==> config.mk <==
export PLATFORM = sky130hd
export DESIGN_NAME = tick_gen
export DESIGN_NICKNAME = d
export VERILOG_FILES = /design/src/rtl/tick_gen_pkg.sv /design/src/rtl/tick_gen_stage.sv /design/src/rtl/tick_gen.sv
export SDC_FILE = /design/constraint.sdc
export NUM_CORES = 1
export LEC_CHECK = 0
export BUFFER_PORTS_ARGS = -buffer_cell sky130_fd_sc_hd__buf_2
export CAP_MARGIN = 20
export CELL_PAD_IN_SITES_DETAIL_PLACEMENT = 1
export CELL_PAD_IN_SITES_GLOBAL_PLACEMENT = 2
export CORE_UTILIZATION = 39
export CTS_CLUSTER_DIAMETER = 200
export CTS_CLUSTER_SIZE = 40
export DETAILED_ROUTE_END_ITERATION = 16
export PLACE_DENSITY = 0.81
export SLEW_MARGIN = 5
export SYNTH_ARGS = -nofsm -noshare
export SYNTH_HDL_FRONTEND = slang
export SYNTH_SLANG_ARGS = --single-unit
==> constraint.sdc <==
create_clock -name I_CLK -period 7.1 [get_ports I_CLK]
set_clock_uncertainty 0.2 [all_clocks]
set_input_delay 1.42 -clock I_CLK [delete_from_list [all_inputs] [get_ports I_CLK]]
set_output_delay 1.42 -clock I_CLK [all_outputs]
set_load 0.02 [all_outputs]
==> src/rtl/tick_gen_pkg.sv <==
// tick_gen_pkg: shared helpers for deriving the divider and counter widths
package tick_gen_pkg;

  function automatic int clog2(input int n);
    int r;
    r = 0;
    while ((64'(1) << r) < 64'(n)) r++;
    return r;
  endfunction

  function automatic int calc_div(input int clk_hz, input int tick_hz);
    return clk_hz / tick_hz;
  endfunction

  function automatic int cnt_w(input int n);
    return (clog2(n) < 1) ? 1 : clog2(n);
  endfunction

endpackage

==> src/rtl/tick_gen_stage.sv <==
// tick_gen_stage: mod-N counter that advances on I_INC and flags its wrap as a carry
module tick_gen_stage
  import tick_gen_pkg::*;
#(
  parameter int N = 10
) (
  input  logic I_CLK,
  input  logic I_RST,
  input  logic I_CLEAR_EN,
  input  logic I_INC,
  output logic O_CARRY
);

  localparam int W = cnt_w(N);

  logic [W-1:0] cnt_q, cnt_d;

  // carry is same-edge so the whole cascade wraps together; clear discards partial phase
  always_comb begin
    O_CARRY = I_INC & (cnt_q == W'(N - 1));
    cnt_d   = (I_CLEAR_EN | O_CARRY) ? '0 : I_INC ? cnt_q + W'(1) : cnt_q;
  end

  // counter state
  always_ff @(posedge I_CLK) begin
    if (I_RST) cnt_q <= '0;
    else       cnt_q <= cnt_d;
  end

endmodule

==> src/rtl/tick_gen.sv <==
// tick_gen: prescaler plus cascaded decade stages producing phase-aligned one-cycle tick enables
module tick_gen
  import tick_gen_pkg::*;
#(
  parameter int CLK_FREQ_HZ  = 16_000_000,
  parameter int BASE_TICK_HZ = 1000,
  parameter int N_STAGES     = 4,
  parameter int STAGE_RATIO  = 10
) (
  input  logic                I_CLK,
  input  logic                I_RST,
  input  logic                I_START_EN,
  input  logic                I_CLEAR_EN,
  output logic [N_STAGES-1:0] O_TICK,
  output logic                O_RUNNING
);

  localparam int DIV = calc_div(CLK_FREQ_HZ, BASE_TICK_HZ);

  if (CLK_FREQ_HZ % BASE_TICK_HZ != 0) begin : g_chk_mult
    $error("tick_gen: CLK_FREQ_HZ must be a multiple of BASE_TICK_HZ");
  end
  if (DIV < 2) begin : g_chk_div
    $error("tick_gen: DIV must be at least 2");
  end
  if (STAGE_RATIO < 2) begin : g_chk_ratio
    $error("tick_gen: STAGE_RATIO must be at least 2");
  end
  if (N_STAGES < 1) begin : g_chk_stages
    $error("tick_gen: N_STAGES must be at least 1");
  end

  logic [N_STAGES-1:0] carry, tick_d, tick_q;
  logic                inc, running_d, running_q;

  tick_gen_stage #(.N(DIV)) u_pre (
    .I_CLK      (I_CLK),
    .I_RST      (I_RST),
    .I_CLEAR_EN (I_CLEAR_EN),
    .I_INC      (inc),
    .O_CARRY    (carry[0])
  );

  for (genvar i = 1; i < N_STAGES; i++) begin : g_stage
    tick_gen_stage #(.N(STAGE_RATIO)) u_stage (
      .I_CLK      (I_CLK),
      .I_RST      (I_RST),
      .I_CLEAR_EN (I_CLEAR_EN),
      .I_INC      (carry[i-1]),
      .O_CARRY    (carry[i])
    );
  end

  // clear outranks start; carries are already zero while stopped or clearing
  always_comb begin
    inc       = I_START_EN & ~I_CLEAR_EN;
    running_d = inc;
    tick_d    = carry;
  end

  // register ticks and run status so no input reaches an output combinationally
  always_ff @(posedge I_CLK) begin
    if (I_RST) begin
      tick_q    <= '0;
      running_q <= 1'b0;
    end else begin
      tick_q    <= tick_d;
      running_q <= running_d;
    end
  end

  assign O_TICK    = tick_q;
  assign O_RUNNING = running_q;

endmodule

==> metrics, run 1 <==
status complete, no violations; layout net count 181; Seq/Total Area, Yosys 0.433; max incr delay on CP 0.69 ns; ys async rst share 0; Relative slew margins 0.591; total grt overflow 0; post-CTS setup buffer count 0; final instance area 0.00156 mm2; Critical Path, Cell by Cell buf_2 -> nand3b_4 -> or4_4 -> or4_1 -> a21oi_1; antenna violations before repair 0; Setup crit end g_stage[3].u_stage.cnt_q[3]; CP endpoint kind flop; RSZ-0062 raised after global routing no; Initial Util 0.419; Hold Crit Start g_stage[1].u_stage.cnt_q[1]; Antenna Cells 0; gr usage total 0.181; total power 0.287 mW; CTS Buffer Depth 2; DP Wirelength 2190 um; vias after detailed routing 1186; Die W 62.6 um; synthesized area per cell 8.95 um2; CTS tree yes; ANT nets after route 0; die area 0.00392 mm2; CP Depth 5; LEAKAGE 0.522 nW; TritonCTS Buffers 5; Slew Viols, Final 0; CP Launch Point I_CLEAR_EN; core box area 0.00342 mm2; CTS clk-pin slew, worst paths 0.09 ns; peak-usage layer in the global routing report met2; cell family with most CP delay simple AND/OR/NAND/NOR gates; IO buf count 8; final setup TNS 0 ns; Worst Reg-to-Reg Cells 4; initial DRC count 42; clock tree sinks 31; FF+latch area 621 um2; Die Ht 62.6 um; Pwr Density 184 mW/mm2; Critical Path RT 7.16 ns; CTS root buf clkbuf_4; placed insts 209; critical-path maximum fanout 23; slack of the worst reg-to-reg path 4.57 ns; Pre-antenna DRT Iters 2; setup ws final 4.00 ns; largest net degree at the start of global routing 24; ratio of cells with drive above 1 in the final layout 0.106; Post-CTS Hold Fix Bufs 0; Syn Inst Count 160; Slew @ Worst Pin 0.607 ns; buffer and inverter count on the worst path 1; vias in the first global route 1191; Worst Path Arrival 3.15 ns; share of Yosys cell area claimed by the top area cell type 0.433; DRC viols 0; Worst setup SP type input pin; fmax 323 MHz; GRT met3 Usage 0.0639; placed cell area 0.00150 mm2; placer congestion estimate 0.747; GRT met1 Usage 0.224; Worst Hold Class flop to flop; fin crit share 0.436; filler instances 410; Synth Warn # 0; syn_nets 171; Total Wirelength 3020 um; Post-CTS Resized 0; Max Cap Viol 0; Synth area leader dfxtp_1; IO Pins 9; Post-synth EDFFs 0; count leader, synth dfxtp_1; multi-input logic area 763 um2; growth of design area from synthesis to finish 8.91%; Post-Syn Area 0.00143 mm2; final setup vio count 0; Avg Vias per Cell 5.49; synth unique cells 34; Synth Register Bits 31; Crit Path Class input pin to flop; post-DR wirelength/cell 14.0 um; fin crit period 3.10 ns; slowest CP cell or4_4; Final Hold Viols 0; worst skew pair latency 0.33 ns; Min Hold Slack 0.297 ns; GR met2 Demand/Resource 0.295; global-route wire length before repair 5560 um; Peak VDD IR 102 uV; Primary FF master, synth dfxtp_1; dpl ws 3.65 ns; worst r2r src u_pre.cnt_q[2]; H-tree depth 2; non-filler instance count after layout 216; Critical R2R Capture g_stage[3].u_stage.cnt_q[3]; Cell Rows 21; Synth area leaders dfxtp_1 (43%), ha_1 (6.1%), xnor2_1 (5.5%), nor2_1 (4.7%), a21oi_1 (4.2%); fin util 0.457; commonest cells in the netlist dfxtp_1 (31), nor2_1 (18), a21oi_1 (12)
==> worst min-delay path: stages (launching register included) <==
cell and delay [ns]:
dfxtp_1 0.34, nand2_1 0.06, a21oi_1 0.05
==> flip-flops by register name (all words and copies together) (netlist names) <==
name                   cells
O_TICK                     4
g_stage.u_stage.cnt_q     12
O_RUNNING                  1
u_pre.cnt_q               14
==> logic make-up after synthesis <==
kind of cell | Yosys count | share of synthesized area
compound gates | 26 | 0.101
xor+xnor | 12 | 0.0734
fa+ha+maj | 7 | 0.0611
buf+inv | 11 | 0.0341
flops | 31 | 0.433
mux | 1 | 0.00699
simple gates | 72 | 0.290
==> layout make-up <==
cell class | instances | share of cell area
Clock buffer | 6 | 0.0329
Clock inverter | 1 | 0.00321
Inverter | 6 | 0.0144
Multi-Input combinational cell | 118 | 0.489
Sequential cell | 31 | 0.398
Tap cell | 46 | 0.0369
Timing Repair Buffer | 8 | 0.0257
==> metal layers <==
| layer | wire, um | vias up |
|---|---|---|
| li1 | - | 594 |
| met1 | 1490 | 574 |
| met2 | 1380 | 14 |
| met3 | 107 | 4 |
| met4 | 40 | 0 |
| met5 | 0 | - |
==> worst min-delay path by stage <==
stage,to,slack [ns],cells past startpoint
after floorplan,g_stage[3].u_stage.cnt_q[3],0.25,2
final,g_stage[1].u_stage.cnt_q[1],0.30,2
after detailed placement,g_stage[1].u_stage.cnt_q[1],0.29,2
after CTS,g_stage[1].u_stage.cnt_q[1],0.31,2
after global placement,g_stage[3].u_stage.cnt_q[3],0.26,2
after global routing,g_stage[1].u_stage.cnt_q[1],0.32,2
==> placed cells by master (no fill, tap or decap) <==
| master | instances |
|---|---|
| dfxtp_1 | 31 |
| nor2_1 | 18 |
| a21oi_1 | 12 |
| nand2_1 | 9 |
| xnor2_1 | 9 |
| o21ai_0 | 8 |
| nand3_1 | 8 |
| buf_2 | 8 |
| or4_1 | 7 |
| ha_1 | 7 |
| inv_1 | 6 |
| nor4_1 | 5 |
| clkbuf_4 | 5 |
| nand4_1 | 4 |
| nor3_1 | 4 |
| and3b_1 | 3 |
| or3_1 | 3 |
| xor2_1 | 3 |
| nand3b_1 | 2 |
| nor2b_1 | 2 |
| nand3b_4 | 1 |
| nand4bb_1 | 1 |
| or4_4 | 1 |
| or2_2 | 1 |
| nand4b_1 | 1 |
| nor4b_1 | 1 |
| and2_1 | 1 |
| a31oi_1 | 1 |
| o21a_1 | 1 |
| a21o_1 | 1 |
| o31ai_1 | 1 |
| mux2i_1 | 1 |
| o211ai_1 | 1 |
| o41ai_1 | 1 |
| clkinv_2 | 1 |
| clkbuf_8 | 1 |
==> power by group <==
| part | total (mW) | internal [mW] | switching (mW) | leakage, nW |
|---|---|---|---|---|
| Sequential | 0.175 | 0.174 | 0.000364 | 0.250 |
| Clock | 0.105 | 0.0458 | 0.0588 | 0.0341 |
| Combinational | 0.00745 | 0.00237 | 0.00508 | 0.238 |
(Power assumes the default switching activity.)
==> inputs of run 2 (changes only) <==
Settings changed: CORE_UTILIZATION 39 to 36, PLACE_DENSITY 0.81 to 0.76.
Clock period 7.1 ns to 3.07 ns, I/O delays scaled along.
==> run 2 against run 1 <==
Compared with the run above: global-route usage fell by 0.26 points; combinational power increased by 140%; final area rose by 3.4%; register-to-register slack lost 3.9 ns; largest cell class unchanged; via count decreased by 0.76%; largest power group unchanged; die area increased by 8.1%.
==> metrics, run 2 (synthesized netlist as in run 1, its figures left out) <==
Biggest register u_pre.cnt_q; filler instances 462 (+13%); setup ws final 0.629 ns (-3.37 ns); layout net count 182 (+0.55%); final setup vio count 0 (unchanged); global-route wire length before repair 5650 um (+1.6%); Critical Path, Cell by Cell ha_1 -> nand3b_4 -> or4_4 -> or4_1 -> a21oi_1; fmax 410 MHz; Final Hold Viols 0 (unchanged); FF+latch area 621 um2 (unchanged); gr usage total 0.179 (-0.00263); post-DR wirelength/cell 14.6 um (+4.1%); Initial Util 0.383 (-0.0367); Slew Viols, Final 0 (unchanged); Die Ht 65.1 um (+4.0%); ANT nets after route 0 (unchanged); vias in the first global route 1245 (+4.5%); die area 0.00424 mm2 (+8.1%); buffer and inverter count on the worst path 0 (-1); slowest CP cell or4_4; RSZ-0062 raised after global routing no; worst skew pair latency 0.29 ns (-0.04 ns); status complete, no violations; fin crit period 2.44 ns; CTS clk-pin slew, worst paths 0.07 ns (-0.02 ns); cell family with most CP delay simple AND/OR/NAND/NOR gates; largest net degree at the start of global routing 24 (unchanged); total grt overflow 0 (unchanged); vias after detailed routing 1177 (-0.76%); Post-CTS Resized 0 (unchanged); initial DRC count 35 (-17%); most frequent cells in the layout dfxtp_1 (31), nor2_1 (18), a21oi_1 (12), nand2_1 (9), xnor2_1 (9); IO Pins 9 (unchanged); dpl ws 0.461 ns (-3.19 ns); Post-CTS Hold Fix Bufs 0 (unchanged); placed cell area 0.00151 mm2 (+0.67%); post-CTS setup buffer count 0 (unchanged); CTS tree yes; fin util 0.431 (-0.0256); Worst Path Arrival 2.46 ns (-0.69 ns); TritonCTS Buffers 5 (unchanged); Worst Hold Class flop to flop; growth of design area from synthesis to finish 12.7%; Total Wirelength 3210 um (+6.1%); fin crit share 0.795; LEAKAGE 0.544 nW (+4.1%); IO buf count 8 (unchanged); Relative slew margins 0.608 (+0.0167); CP Launch Point u_pre.cnt_q[0]; Cell Rows 22 (+4.8%); Avg Vias per Cell 5.35 (-2.6%); Pre-antenna DRT Iters 4 (+2); core box area 0.00374 mm2 (+9.6%); final setup TNS 0 ns (unchanged); Worst setup SP type flop; final instance area 0.00161 mm2 (+3.4%); Peak VDD IR 268 uV (+160%); CTS root buf clkbuf_8; CTS Buffer Depth 2 (unchanged); critical-path maximum fanout 23 (unchanged); max incr delay on CP 0.70 ns (about the same); Min Hold Slack 0.277 ns (-0.0192 ns); DRC viols 0 (unchanged); worst r2r src u_pre.cnt_q[0]; CP endpoint kind flop; Crit Path Class flop to flop; H-tree depth 2 (unchanged); Pwr Density 482 mW/mm2 (+160%); most common cell after layout, fill and taps aside dfxtp_1; ratio of cells with drive above 1 in the final layout 0.110 (+0.00458); Die W 65.1 um (+4.0%); Max Cap Viol 0 (unchanged); antenna violations before repair 0 (unchanged); Largest register FFs 14 (unchanged); placer congestion estimate 0.739 (-1.0%); DP Wirelength 2290 um (+4.4%); Critical Path RT 3.08 ns (-4.08 ns); Antenna Cells 0 (unchanged); Hold Crit Start g_stage[3].u_stage.cnt_q[3]; clock tree sinks 31 (unchanged); multi-input logic area 763 um2 (unchanged); Slew @ Worst Pin 0.582 ns (-0.0249 ns)
-- run 2: cell types whose count changed in the layout (fill, tap and decap cells not counted) --
cell / before / now
clkbuf_8: 1 / 7
clkbuf_1: 0 / 1
clkinv_2: 1 / 0
buf_4: 0 / 1
clkbuf_4: 5 / 0
-- run 2: through the flow --
stage / total power, mW / std cells
2_1_floorplan: 0.423 / 160
3_5_place_dp: 0.431 / 212
4_1_cts: 0.783 / 220
5_1_grt: 0.802 / 220
6_report: 0.777 / 220
3_3_place_gp: 0.430 / 212
-- run 2: layer usage --
metal / global-route usage / share of wire / wire (um)
met2: 0.296 / 0.47 / 1520
met4: 0.109 / 0.023 / 74
met1: 0.202 / 0.48 / 1520
met5: 0 / 0 / 0
met3: 0.0493 / 0.026 / 84
-- run 2: worst paths after layout --
path,end,slack (ns),cells after the start
setup / recovery,g_stage[3].u_stage.cnt_q[2],0.63,5
hold / removal,g_stage[3].u_stage.cnt_q[3],0.28,2
setup reg to reg,g_stage[3].u_stage.cnt_q[2],0.63,5
hold reg to reg,g_stage[3].u_stage.cnt_q[3],0.28,2
-- run 2: final cells by class --
cell class | instances | area share
multi-input cells | 118 | 0.473
flip-flops and latches | 31 | 0.384
inverters | 6 | 0.0140
clock buffers | 8 | 0.0620
repair buffers | 9 | 0.0295
well taps | 48 | 0.0372
-- run 2: worst reg2reg max path, delay by kind of cell (launching register included) --
family	cells	cell delay, ns
adder cells (fa/ha/maj)	1	0.24
AO/OA/AOI/OAI	1	0.16
flip-flops	1	0.39
AND/OR/NAND/NOR	3	1.38
-- run 2: report_power, final --
part           internal [mW]  switching, mW  total (mW)
Sequential             0.403       0.000789       0.404
Clock                  0.204          0.151       0.356
Combinational        0.00548         0.0122      0.0177
Total                  0.613          0.164       0.777
